File: config.mk
export PLATFORM = sky130hd
export DESIGN_NAME = mix_column_engine
export DESIGN_NICKNAME = d
export VERILOG_FILES = /design/src/rtl/mix_column_engine.sv
export SDC_FILE = /design/constraint.sdc
export NUM_CORES = 1
export LEC_CHECK = 0
export CAP_MARGIN = 20
export CORE_ASPECT_RATIO = 2
export CORE_UTILIZATION = 60
export DETAILED_ROUTE_END_ITERATION = 12
export PLACE_DENSITY = 0.9
export SYNTH_ARGS = -nofsm -noshare
export SYNTH_HDL_FRONTEND = slang
export SYNTH_SLANG_ARGS = --single-unit
File: constraint.sdc
create_clock -name clk -period 4.7 [get_ports clk]
set_input_delay 0.705 -clock clk [delete_from_list [all_inputs] [get_ports clk]]
set_output_delay 0.705 -clock clk [all_outputs]
set_load 0.02 [all_outputs]
File: src/rtl/mix_column_engine.sv
// ============================================================================
// Module   : mix_column_engine
// Brief    : Iterative handshaked AES MixColumns / InvMixColumns / bypass,
//            COLS_PER_CYCLE columns transformed per clock.
// Revision : 1.0 - initial release
// ============================================================================
`timescale 1ns/1ps
`default_nettype none

module mix_column_engine #(
    parameter int COLS_PER_CYCLE = 1,
    parameter int NB             = 4
) (
    input  logic         clk,
    input  logic         rst_n,
    input  logic         in_valid,
    output logic         in_ready,
    input  logic [127:0] state_in,
    input  logic [1:0]   mode_in,
    output logic         out_valid,
    input  logic         out_ready,
    output logic [127:0] state_out,
    output logic         mode_err
);

    generate
        if (COLS_PER_CYCLE != 1 && COLS_PER_CYCLE != 2 && COLS_PER_CYCLE != 4) begin : g_bad_cols
            $error("mix_column_engine: COLS_PER_CYCLE must be 1, 2 or 4");
        end
        if (NB != 4) begin : g_bad_nb
            $error("mix_column_engine: NB must be 4");
        end
    endgenerate

    localparam logic [1:0] c_idle = 2'd0;
    localparam logic [1:0] c_busy = 2'd1;
    localparam logic [1:0] c_done = 2'd2;

    logic [1:0]   r_state;
    logic [1:0]   w_next_state;
    logic [1:0]   r_col_cnt;
    logic [1:0]   r_mode;
    logic [127:0] r_work;
    logic [127:0] w_work_next;
    logic         r_mode_err;
    logic [2:0]   w_cnt_sum;
    logic         w_last;
    logic         w_accept;

    function automatic logic [7:0] xtime(input logic [7:0] a);
        return {a[6:0], 1'b0} ^ (a[7] ? 8'h1b : 8'h00);
    endfunction

    // Coefficients 0e/0b/0d/09 are composed from the x2/x4/x8 chains only.
    function automatic logic [31:0] mix_col(input logic [31:0] col, input logic inv);
        logic [7:0]  a  [4];
        logic [7:0]  x2 [4];
        logic [7:0]  x4 [4];
        logic [7:0]  x8 [4];
        logic [31:0] res;
        for (int r = 0; r < 4; r++) begin
            a[r]  = col[31-8*r -: 8];
            x2[r] = xtime(a[r]);
            x4[r] = xtime(x2[r]);
            x8[r] = xtime(x4[r]);
        end
        res = '0;
        for (int r = 0; r < 4; r++) begin
            if (inv) begin
                res[31-8*r -: 8] = (x8[r] ^ x4[r] ^ x2[r])
                                 ^ (x8[(r+1)%4] ^ x2[(r+1)%4] ^ a[(r+1)%4])
                                 ^ (x8[(r+2)%4] ^ x4[(r+2)%4] ^ a[(r+2)%4])
                                 ^ (x8[(r+3)%4] ^ a[(r+3)%4]);
            end else begin
                res[31-8*r -: 8] = x2[r] ^ x2[(r+1)%4] ^ a[(r+1)%4]
                                 ^ a[(r+2)%4] ^ a[(r+3)%4];
            end
        end
        return res;
    endfunction

    assign w_accept  = (r_state == c_idle) && in_valid;
    assign w_cnt_sum = {1'b0, r_col_cnt} + 3'(COLS_PER_CYCLE);
    assign w_last    = (w_cnt_sum == 3'(NB));

    // Every column has its own mixer; only the active group is written back.
    generate
        for (genvar c = 0; c < 4; c++) begin : g_col
            logic [31:0] w_col;
            logic [31:0] w_mixed;
            logic        w_sel;

            assign w_col = r_work[127-32*c -: 32];
            assign w_sel = (r_col_cnt == 2'((c / COLS_PER_CYCLE) * COLS_PER_CYCLE));

            always_comb begin
                w_mixed = w_col;
                if (r_mode == 2'b00) begin
                    w_mixed = mix_col(w_col, 1'b0);
                end else if (r_mode == 2'b01) begin
                    w_mixed = mix_col(w_col, 1'b1);
                end
            end

            assign w_work_next[127-32*c -: 32] = w_sel ? w_mixed : w_col;
        end
    endgenerate

    always_ff @(posedge clk) begin
        if (!rst_n) begin
            r_state <= c_idle;
        end else begin
            r_state <= w_next_state;
        end
    end

    always_comb begin
        w_next_state = r_state;
        case (r_state)
            c_idle:  if (in_valid)  w_next_state = c_busy;
            c_busy:  if (w_last)    w_next_state = c_done;
            c_done:  if (out_ready) w_next_state = c_idle;
            default:                w_next_state = c_idle;
        endcase
    end

    always_comb begin
        in_ready  = (r_state == c_idle);
        out_valid = (r_state == c_done);
    end

    always_ff @(posedge clk) begin
        if (!rst_n) begin
            r_work     <= '0;
            r_mode     <= 2'b00;
            r_col_cnt  <= 2'd0;
            r_mode_err <= 1'b0;
        end else if (w_accept) begin
            r_work    <= state_in;
            r_mode    <= mode_in;
            r_col_cnt <= 2'd0;
            if (mode_in == 2'b11) begin
                r_mode_err <= 1'b1;
            end
        end else if (r_state == c_busy) begin
            r_work    <= w_work_next;
            r_col_cnt <= w_cnt_sum[1:0];
        end
    end

    assign state_out = r_work;
    assign mode_err  = r_mode_err;

endmodule

`default_nettype wire

==> results.json <==
{
  "status": "finished clean",
  "critPathKind": "register to register",
  "synth.distinct_cells": 52,
  "drive_above_1_share": 0.0441,
  "max_freq_mhz": 333,
  "final_nets": 2119,
  "syn_to_final_growth_pct": 18.7,
  "io_pins": 265,
  "grt_setup_unrepaired": "no",
  "cts_setup_buffers": 0,
  "synth_warnings": 0,
  "synthMuxAreaShare": 0.00512,
  "die_height_um": 232,
  "yosys.area_share.adder": 0.00315,
  "cts_max_level": 4,
  "synth-async-reset-ratio": 0,
  "rows": 83,
  "synth_seq_cells": 135,
  "vias_per_cell": 5.87,
  "die_x_um": 117,
  "ant_nets": 0,
  "n_antenna_cell": 0,
  "synth.most_common_cell": "xnor2_1",
  "io_buffers": 264,
  "fin_crit_ps": 3000,
  "grt_pass1_vias": 14067,
  "synth_fp_nets": 2007,
  "yosys.area_share.simple": 0.0852,
  "slew_viol_final": 0,
  "worst-endpoint-required_ps": 5050,
  "synth-seq-area-share": 0.170,
  "synth_xor_area_frac": 0.548,
  "syn_area_um2": 15900,
  "post-synth-top-area-fraction": 0.333,
  "cts_buffer_depth": 2,
  "fp.dieArea_um2": 27200,
  "start_util": 0.614,
  "synth_area_leaders": "xnor2_1 33%, dfxtp_1 17%, xor2_1 11%",
  "clkSinkCount": 135,
  "drcViolationCount": 0,
  "yosys.area.top_type": "xnor2_1",
  "postSynthAreaPerCell_um2": 8.50,
  "cts-root-buf": "clkbuf_16",
  "place.gp.congestion": 0.970,
  "clock_latency_ps": 460,
  "synth_ff_type": "dfxtp_1",
  "synth-compound-area-share": 0.136,
  "synth_commonest_cells": "604 x xnor2_1, 192 x xor2_1, 135 x dfxtp_1, 135 x nand2_1, 107 x clkbuf_1",
  "timing.final.crit_share": 0.638,
  "report.final.setup_viol": 0,
  "final_util": 0.729,
  "max_slew_margin": 0.293,
  "start_kind": "register",
  "vias": 13700,
  "hp-class": "register to register",
  "worstPathArrival_ps": 3350,
  "dr.pass1.iters": 5,
  "postCtsHoldBufs": 0,
  "finalHoldViolations": 0,
  "wirelength_mm": 49.1,
  "synth_top_family_by_area": "XOR/XNOR gates",
  "cts_tree": "built",
  "cts_made_buffers": 17,
  "core_um2": 25900,
  "cts_resized": 0,
  "post_drt_wl_per_cell_um": 21.0,
  "tns_ps": 0,
  "grt_max_degree": 92,
  "worstMarginPinSlew_ps": 1050,
  "overflow": 0,
  "critPathMaxFanout": 6,
  "skew_ps": 10.9,
  "grt_pass1_wl_mm": 75.7,
  "first_iter_violations": 1036,
  "path_clk_slew_ps": 60,
  "synth_cells": 1869,
  "synth_edf_count": 0,
  "drv_cap": 0,
  "antenna_found_initial": 0,
  "grt_use_total": 0.370,
  "hpwl_mm": 36.1,
  "fin_hold_ws_ps": 517,
  "cp-end-kind": "register"
}
[per-stage QoR]
stage	setup slack (ps)	area, µm²	instances
after floorplan	2170	15900	1869
after global placement	1560	18300	2302
after detailed placement	1510	18300	2302
after CTS	1810	18800	2334
after global routing	1600	18800	2334
final	1700	18800	2334
[final timing paths]
check	end	depth (start not counted)	from	slack [ps]
setup / recovery	state_out[74]	7	state_out[78]	1700
setup reg to reg	state_out[74]	7	state_out[78]	1700
hold reg to reg	mode_err	2	mode_err	520
hold / removal	mode_err	2	mode_err	520
[cells in the final DEF (no fill, tap or decap), types with 7 or more instances in the layout]
master           synthesis  routed
xnor2_1                604     604
clkdlybuf4s50_1          0     263
xor2_1                 192     192
dfxtp_1                135     135
nand2_1                135     134
nor2_1                  98      96
o21ai_0                 79      79
a21oi_1                 70      70
xnor3_1                 43      43
a21boi_0                42      42
nor2b_1                 40      40
a211oi_1                31      31
nand3_1                 27      27
o211ai_1                25      25
a22oi_1                 24      24
xnor2_2                 19      19
buf_4                    8      19
clkbuf_16                0      17
a22o_1                  15      15
xor3_1                  11      11
o21ai_1                 10      10
mux2i_1                  7       7
xor2_2                   7       7
[area by class of cell]
type | count | area, µm²
clock buffer | 18 | 429
clock inverter | 14 | 129
fill | 1893 | 7010
inverter | 4 | 15.0
multi-input combinational | 1541 | 12400
sequential | 135 | 2700
tap | 340 | 425
timing repair buffer | 282 | 2780
[critical path, stage by stage (launching register included)]
cell	delay, ps
dfxtp_1	680
xor2_2	500
xnor3_1	560
xnor2_1	150
o21ai_0	400
xnor2_1	180
nor2_1	110
o31ai_1	300
[state kept, by name, indices dropped and copies added, names as in the netlist]
register   cells
state_out    128
r_state        2
r_col_cnt      2
r_mode         2
mode_err       1
[per-layer routing]
layer	GRT usage	wire, µm	up-vias
met4	0.299	4060	0
met3	0.0673	3050	242
li1	-	-	6256
met2	0.659	25500	699
met5	0	0	-
met1	0.365	16500	6503
[cell families (layout without fill, tap and decap cells)]
kind of cell,count (synthesis),after routing
AND/OR/NAND/NOR,315,315
flip-flops,135,135
XOR/XNOR,879,879
multiplexers,8,8
AO/OA/AOI/OAI,335,335
adder cells (fa/ha/maj),4,4
buffers and inverters,193,318
Power is not shown: default switching activity piles up to over one toggle a cycle in this logic, so the estimate is an artifact.
